<file path="src/rtl/pb_serial_addsub.sv">
// Push-button driven bit-serial add/subtract unit with operand registers
// and an accumulate mode. One result bit is produced per clock, LSB first.
module pb_serial_addsub #(
   parameter int WIDTH = 4
) (
   input  logic             clk,
   input  logic             rst,
   input  logic             pb1,
   input  logic             pb2,
   input  logic             pb3,
   input  logic             pb4,
   input  logic             pb5,
   input  logic [WIDTH-1:0] y,
   output logic [WIDTH-1:0] sum,
   output logic             cout,
   output logic             busy,
   output logic             done
);

   localparam int IW = $clog2(WIDTH);
   localparam logic [IW-1:0] LAST = IW'(WIDTH - 1);

   typedef enum logic [1:0] {IDLE, RUN, DONE} state_t;

   state_t           state, state_nxt;
   logic [5:1]       pb, prev, rise;
   logic             accept, ld_a, ld_b, start, start_sub, start_acc, last;
   logic [WIDTH-1:0] a, b, bp, res, result_nxt;
   logic             c, acc_op, bit_s, carry_nxt;
   logic [IW-1:0]    idx;

   assign pb   = {pb5, pb4, pb3, pb2, pb1};
   assign rise = pb & ~prev;

   assign busy = (state == RUN);
   assign done = (state == DONE);

   // Full adder for the current bit, plus the fully assembled result word
   assign bit_s      = a[idx] ^ bp[idx] ^ c;
   assign carry_nxt  = (a[idx] & bp[idx]) | (a[idx] & c) | (bp[idx] & c);
   assign result_nxt = {bit_s, res[WIDTH-1:1]};

   // State register
   always_ff @(posedge clk) begin
      if (rst) state <= IDLE;
      else     state <= state_nxt;
   end

   // Button history; resets high so a button held through reset is not a press
   always_ff @(posedge clk) begin
      if (rst) prev <= '1;
      else     prev <= pb;
   end

   // Command decode and next state: loads beat ops, and pb4 > pb3 > pb5
   always_comb begin
      state_nxt = state;
      accept    = (state != RUN);
      ld_a      = accept & rise[1];
      ld_b      = accept & rise[2];
      start     = accept & ~(rise[1] | rise[2]) & (|rise[5:3]);
      start_sub = start & rise[4];
      start_acc = start & ~rise[4] & ~rise[3] & rise[5];
      last      = (state == RUN) && (idx == LAST);
      case (state)
         IDLE:    if (start) state_nxt = RUN;
         RUN:     if (last)  state_nxt = DONE;
         DONE:    state_nxt = start ? RUN : IDLE;
         default: state_nxt = IDLE;
      endcase
   end

   // Operand registers, serial datapath and result registers
   always_ff @(posedge clk) begin
      if (rst) begin
         a      <= '0;
         b      <= '0;
         bp     <= '0;
         res    <= '0;
         sum    <= '0;
         cout   <= 1'b0;
         c      <= 1'b0;
         acc_op <= 1'b0;
         idx    <= '0;
      end else begin
         if (ld_a) a <= y;
         if (ld_b) b <= y;
         if (start) begin
            bp     <= start_sub ? ~b : b;
            c      <= start_sub;
            idx    <= '0;
            acc_op <= start_acc;
         end else if (state == RUN) begin
            res <= result_nxt;
            c   <= carry_nxt;
            idx <= idx + 1'b1;
            // sum/cout only change once the whole word is assembled
            if (last) begin
               sum  <= result_nxt;
               cout <= carry_nxt;
               if (acc_op) a <= result_nxt;
            end
         end
      end
   end

endmodule

</file>
<file path="config.mk">
export PLATFORM = sky130hd
export DESIGN_NAME = pb_serial_addsub
export DESIGN_NICKNAME = d
export VERILOG_FILES = /design/src/rtl/pb_serial_addsub.sv
export SDC_FILE = /design/constraint.sdc
export NUM_CORES = 1
export LEC_CHECK = 0
export ABC_AREA = 1
export CORE_ASPECT_RATIO = 1.1
export CORE_UTILIZATION = 35
export DETAILED_ROUTE_END_ITERATION = 12
export SETUP_SLACK_MARGIN = 0.4
export SYNTH_ARGS = -nofsm -noshare
export SYNTH_HDL_FRONTEND = slang
export SYNTH_SLANG_ARGS = --single-unit
</file>
<file path="constraint.sdc">
create_clock -name clk -period 1.5 [get_ports clk]
set_input_delay 0.3 -clock clk [delete_from_list [all_inputs] [get_ports clk]]
set_output_delay 0.3 -clock clk [all_outputs]
set_load 0.005 [all_outputs]
</file>
* After elaboration in Yosys (flattened, before gate mapping) *
Index checks and enable logic that the tools add are counted.

word-level totals
  logic and storage cells = 66
  input port bits = 11
  output and inout bits = 7
  flip-flop bits (word level) = 32

operators by class
  muxes and demuxes = 16
  reductions and logical operators = 8
  magnitude comparators = 1
  bitwise logic cells = 23
  $add $sub $neg = 1
  equal/unequal tests = 6

operators by type and width
  kind                   count
  $mux W4                6
  $and A1 B1 Y1          11
  $pmux W2 S3            1
  $and A5 B5 Y5          1
  $mux W1                5
  $not A5 Y5             1
  $bmux W1 S2            2
  $eq A2 B2 Y1 const B   2
  $mux W2                2
  $ne A2 B1 Y1 const B   2
  $not A1 Y1             4
  $not A4 Y4             1
  $reduce_and A2 Y1      2
  $lt A2 B3 Y1 const B   1
  $or A1 B1 Y1           3
  $reduce_and A3 Y1      1
  $reduce_or A3 Y1       1
  $add A2 B1 Y2 const B  1
  $eq A2 B1 Y1 const B   1
  $logic_not A2 Y1       1
  $ne A2 B2 Y1 const B   1
  $reduce_bool A2 Y1     1
  $reduce_or A2 Y1       1
  $xor A1 B1 Y1          2
  $logic_and A1 B1 Y1    1

* Longest topological paths before layout *
  word-level depth = 9
  gate-level depth with buffers = 8
  gate-level depth less buffers = 8

* Least setup slack after synthesis *
No wires, ideal clock.

  path type = register to register
  from = reg idx[0]
  to = reg c
  path buffers = 0
  stages on the path, launching flop included = 9
  required time = 1.436 ns
  arrival = 1.528 ns
  path slack = -0.092 ns
  library setup time = 0.064 ns
  clock period less this slack = 1.592 ns
  path through = dfxtp_1 inv_1 nand2_1 a32o_1 fa_1 or2_1 nand2_1 nor2_1 nor2_1

between the ends
  cells in the longest elaborated chain, start to end = 7
  elaborated cells between the ends (all ways) = 11
  those cells by class = mux (6); bitwise (5)

RTL lines
  element                        RTL line  RTL
  start, declared                30        logic [IW-1:0] idx;
  start signal, assigned         96        idx <= idx + 1'b1;
  $bmux W1 S2                    40        assign carry_nxt = (a[idx] & bp[idx]) | (a[idx] & c) | (bp[idx] & c);
  $mux W1 (implied by the code)  40
  $and A1 B1 Y1                  40
  $or A1 B1 Y1                   40
  $or A1 B1 Y1 (*)               40
  $mux W1 (*)                    93        end else if (state == RUN) begin
  $mux W1 (*)                    88        if (start) begin
  end signal, assigned           90        c <= start_sub;
  end signal, assigned           95        c <= carry_nxt;
  end, declared                  29        logic c, acc_op, bit_s, carry_nxt;

Every way passes the cells marked *; elsewhere a longest branch is shown, timed or not. The select of a mux whose other input is x is not followed.
A chain may end at the register's enable or synchronous reset.

* Final worst setup path *
Same ends and word-level chain as after synthesis.

==> qor.txt <==
Total GRT Usage -> 0.184
final setup fails -> 5
num rows -> 23
fillers -> 331
Final nets -> 235
GR Overflow Total -> 0
Port Buffer Count -> 17
vias in the first global route -> 1243
Mapped Area -> 0.00138 sq mm
worst slew pin tran -> 0.258 ns
die area -> 0.00418 sq mm
Max-slew headroom -> 0.828
final design utilization -> 0.573
Starting Density -> 0.370
register bit total from synthesis -> 31
Netlist cell types -> 27
Placed Instances -> 251
CP Launch Point -> idx[0]
first-pass detailed-route iteration total -> 5
syn_area_per_cell -> 7.81 sq um
HP Class -> reg -> reg
root buffer selected by CTS -> clkbuf_8
DR vias/cell -> 4.96
Worst Path Arrival -> 1.83 ns
CTS tree -> built
failing checks -> negative setup slack
most frequent cells in the layout -> 30 x nand2_1, 22 x dfxtp_1, 19 x inv_1
cell area after layout -> 0.00213 sq mm
CTS H-tree lvls -> 2
reg2reg setup slack -> -0.10 ns
CP Data Required Time -> 1.73 ns
pwr dens -> 953 mW/mm^2
RD Place Congestion -> 0.849
leakage -> 0.917 nW
Detail Route Antenna Nets -> 0
Tcrit/Tclk final -> 1.07
Setup crit end kind -> register
CTS sink count -> 31
Post-Layout Cell Count -> 273
register area share after synthesis -> 0.451
Starting DRT DRC Count -> 65
Die H -> 67.7 um
buffer depth of the longest clock path -> 2
Setup TNS Final -> -0.378 ns
clock-pin slew on the worst setup and hold paths -> 0.06 ns
DRC viols -> 0
Worst Reg-to-Reg Cells -> 8
VDD IR max -> 0.506 mV
initial antenna violation count -> 0
cts hold-fix bufs -> 0
Setup CP Type -> reg -> reg
CP max stage cell -> fa_2
placed inst area -> 0.00169 sq mm
wire per inst -> 13.4 um
DIE WIDTH -> 61.8 um
post-route minimum period -> 1.60 ns
commonest non-fill, non-tap cell in the layout -> nand2_1
CP startpoint kind -> register
Hold Violations, Final -> 0
via count -> 1353
Core Box Area -> 0.00371 sq mm
r2r endpoint -> c
Layout area overhead -> 54.6%
Yosys warnings -> 0
drt total wl -> 3.65 mm
maximum fanout along the worst path -> 6
syn nets -> 189
Final Max Slew Viols -> 0
clk_skew -> 0.00338 ns
largest net degree at the start of global routing -> 25
Max Clk Rate -> 624 MHz
first-pass GRT wire length -> 5.52 mm
Hold Crit Depth -> 2
Inserted Diodes -> 0
unrepaired setup endpoints after global routing -> yes
TritonCTS buffer count -> 5
CP max stage delay -> 0.38 ns
DP Wirelength -> 2.24 mm
CP cell instances -> inv_4 > nand2_1 > a32o_2 > fa_2 > or2_1 > nand2_1 > nor2_1 > nor2_1
hold path start -> sum[1]
proportion of layout cells with a drive suffix above 1 -> 0.453
Max-Cap Viols -> 0
status -> finished, violations left
worst-skew pair later-pin latency -> 0.28 ns
IO Pins -> 18
post-synthesis cell count -> 176
hold worst-path end -> sum[1]
reg2reg start -> idx[0]
worst setup margin -> -0.104 ns
==> final cells by class <==
class	count	area (sq um)	share of cell area
clock buffers	7	76.3	0.0359
clock inverters	1	5.00	0.00235
inverters	25	106	0.0500
multi-input cells	116	832	0.391
flip-flops and latches	31	634	0.298
well taps	50	62.6	0.0294
repair buffers	43	409	0.192
==> state kept, by name, summed over array words and instances, names as in the netlist <==
signal,count
cout,1
res,3
bp,4
c,1
prev,5
acc_op,1
idx,2
b,4
sum,4
a,4
state,2
==> per-stage QoR <==
| stage | power [W] | hold WS (ns) | worst slack, ns |
|---|---|---|---|
| after floorplan | 0.00111 | 0.404 | 0.00599 |
| after detailed placement | 0.00122 | 0.436 | -0.0914 |
| final | 0.00203 | 0.449 | -0.104 |
| after CTS | 0.00193 | 0.439 | -0.0910 |
| after global routing | 0.00211 | 0.468 | -0.188 |
| after global placement | 0.00121 | 0.433 | -0.0588 |
==> worst max-delay path, delay by kind of cell, from the launching register on <==
family	cells	cell delay, ns
fa+ha+maj	1	0.38
compound gates	1	0.24
buf+inv	1	0.07
flops	1	0.37
simple gates	5	0.48
==> worst max path at each step <==
stage | endpoint | slack [ns] | depth (start not counted)
after floorplan | a[3] | 0.006 | 6
after global placement | bp[1] | -0.06 | 7
after detailed placement | a[2] | -0.09 | 7
after CTS | a[3] | -0.09 | 6
after global routing | c | -0.19 | 8
final | c | -0.10 | 8
==> Yosys cell counts <==
master,number,share of area
nand2_2,3,0.014
a32o_1,2,0.015
nand2_4,1,0.0082
inv_2,2,0.0055
nand2_1,36,0.098
nand3_1,13,0.047
ha_1,1,0.0091
nor2_2,1,0.0046
nor3b_4,1,0.014
nor2_8,1,0.015
or2_2,5,0.023
buf_4,1,0.0055
o21ai_1,3,0.011
o21ai_0,13,0.047
nand4_1,1,0.0046
buf_6,1,0.0082
nand3_2,2,0.015
or2_1,1,0.0046
o31ai_1,1,0.0055
dfxtp_1,31,0.45
nand3_4,1,0.013
buf_2,2,0.0073
fa_1,1,0.015
a21oi_1,18,0.066
nor2_1,10,0.027
inv_1,23,0.063
o21a_1,1,0.0055
==> metal layers <==
metal  wire, um  part of all wire  global-route usage  vias to the layer above
met3        128             0.035              0.0613                        9
met1       1490              0.41               0.207                      654
met4         74             0.020              0.0694                        0
met2       1950              0.54               0.315                       31
met5          0                 0                   0                        -
li1           -                 -                   -                      659
==> where the power goes <==
group | internal, W | leakage [nW] | switching (W)
clock | 0.000325 | 0.0422 | 0.000306
sequential | 0.000875 | 0.258 | 0.0000408
combinational | 0.000245 | 0.616 | 0.000233
==> cells by family after synthesis <==
| kind of cell | synth area share |
|---|---|
| AO/OA/AOI/OAI | 0.149 |
| AND/OR/NAND/NOR | 0.287 |
| adder cells (fa/ha/maj) | 0.0237 |
| buffers and inverters | 0.0892 |
| flip-flops | 0.451 |
==> repair_timing <==
| action | 4_1_cts | 5_1_grt |
|---|---|---|
| pin swaps | 10 | 12 |
| buffers inserted | 7 | 6 |
| resized for setup | 71 | 35 |
| endpoints found under the setup margin | 31 | 26 |
| gates cloned | 0 | 1 |
Power figures use the tool's default switching activity.
==> RTL change, RTL diff (config.mk and constraints unchanged) <==
Encoding of `state_t`: now one-hot (3 bits for 3 states).
--- a/src/rtl/pb_serial_addsub.sv
+++ b/src/rtl/pb_serial_addsub.sv
@@ -21,5 +21,5 @@
    localparam logic [IW-1:0] LAST = IW'(WIDTH - 1);
 
-   typedef enum logic [1:0] {IDLE, RUN, DONE} state_t;
+   typedef enum logic [2:0] {IDLE = 3'b001, RUN = 3'b010, DONE = 3'b100} state_t;
 
    state_t           state, state_nxt;
Behaviour: no difference found for any inputs over 10 cycles, from zero or initial values and one cycle with rst high; not proved beyond that.
==> RTL change against the original RTL <==
The run still ends with negative setup slack left; maximum frequency down 3.5%; setup slack worse by 58 ps; final area up 12%; sequential cell count up 1; synthesized area up 3.5%; non-clock buffer count up 14; total power up 9.0%; wire length up 9.2%; critical path type unchanged; highest routed layer unchanged.
==> RTL change: results (changes against the original RTL) <==
outcome finished, violations left (unchanged); violations in the final reports negative setup slack (unchanged); async set-or-reset flop fraction in the synthesized netlist 0% (unchanged); transition time of the tightest slew-check pin 344.6 ps (was 258.5 ps); setup TNS -511.2 ps (was -378.3 ps); average footprint of a synthesized cell 7.608 µm² (was 7.813 µm²); combined global-route utilization of all metal layers 19.01% (was 18.35%); initial antenna violation count 0 (unchanged); Yosys cell types 25 (was 27); maximum fanout along the worst path 6 (unchanged); proportion of synthesized chip area in sequential cells 45.03% (was 45.13%); placed instance area 0.001789 mm² (was 0.001687 mm²); number of nets produced by synthesis 200 (was 189); fin worst setup slack -162.0 ps (was -103.5 ps); dpl ws -132.0 ps (was -91.41 ps); met2 wire len 2047 µm (was 1953 µm); synth top area cells dfxtp_1 45%, nand2_1 12%, a21oi_1 6.7% (was dfxtp_1 45%, nand2_1 9.8%, a21oi_1 6.6%); number of buffers created by CTS 5 (unchanged); clock latency at the later pin of the worst-skew pair 290 ps; total vias in the final route 1444 (was 1353); # diodes 0 (unchanged); HP Class primary input to register (was register to register); pin count of the biggest net entering global routing 17 (was 25); global-route wire length before repair 6106 µm (was 5520 µm); Commonest cells post-synth 46 x nand2_1, 32 x dfxtp_1, 19 x a21oi_1, 18 x inv_1, 17 x nand3_1 (was 36 x nand2_1, 31 x dfxtp_1, 23 x inv_1, 18 x a21oi_1); nets@finish 260 (was 235); Total Wirelength 3984 µm (was 3648 µm); half-perimeter wire length after placement 2385 µm (was 2238 µm); total leakage power 0.001042 µW (was 0.0009169 µW); fraction of final layout cells with drive strength greater than 1 55.24% (was 45.29%); CP Data Arrival Time 1830 ps (about the same); flip-flop count of the largest register after layout 5 (unchanged); Finish-stage setup viols 5 (unchanged); Iter 0 DRT Violations 62 (was 65); count of TritonRoute iterations in the first routing pass 5 (unchanged); Bufs on Longest Clock Path 2 (unchanged); Max VDD drop 0.6400 mV (was 0.5057 mV); worst clock skew on the final layout 7.446 ps (was 3.380 ps); met3 wire len 125 µm (was 128 µm); metal1 wirelength 1716 µm (was 1491 µm); RD Place Congestion 0.7671 (was 0.8490); Largest Register prev (unchanged); Cell Count Post-Placement 269 (was 251); Finished Layout Cells 298 (was 273)
[RTL change: cell types whose count changed after synthesis, sizes merged, moves of 2 or more]
cell,change
buf,-3
clkbuf,+3
a21oi,+2
nand2,+10
nor2,+6
inv,-6
nor3,+2
nand3,+3
o21ai,-6
[RTL change: power by group]
part	total, µW	switching, µW	internal, µW
registers	960	52.6	908
clock network	690	324	366
logic	557	280	277
total	2210	656	1550
[RTL change: routing by layer]
layer,global-route usage (%),vias up
met2,35.05,24
met4,11.34,0
met1,20.82,678
met5,0,-
li1,-,731
met3,3.454,11
[RTL change: timing repair]
item | in CTS | in global routing
endpoints found under the setup margin | 32 | 29
hold buffers | 0 | 0
setup buffers | 13 | 8
pin swaps | 17 | 25
gates resized for setup | 97 | 37
hold endpoints to repair | 0 | 0
[RTL change: logic make-up after synthesis]
logic type	after synthesis	share of synthesized area [%]
AOI/OAI and AO/OA	32	12.23
adders and majority gates	2	2.287
buffers and inverters	23	6.420
DFF	32	45.03
and+or+nand+nor	98	34.04
[RTL change: worst paths after layout]
path | startpoint | to | slack [ps] | cells past startpoint
max | idx[0] | a[3] | -160 | 7
min | pb1 | prev[1] | 260 | 2
max reg2reg | idx[0] | a[3] | -160 | 7
min reg2reg | sum[3] | sum[3] | 460 | 2
[RTL change: area by class of cell]
| type | instances | area [µm²] |
|---|---|---|
| multi-input combinational | 132 | 957.2 |
| timing repair buffer | 57 | 518.0 |
| clock buffer | 6 | 82.58 |
| tap | 50 | 62.56 |
| inverter | 19 | 83.83 |
| clock inverter | 2 | 10.01 |
| fill | 311 | 1395 |
| sequential | 32 | 660.6 |
[RTL change: worst max-delay path: stages, from the launching register on]
cell	delay, ps
dfxtp_4	370
inv_4	70
nand2_1	50
a32o_2	250
fa_2	560
inv_2	40
o21ai_2	120
a21oi_1	90
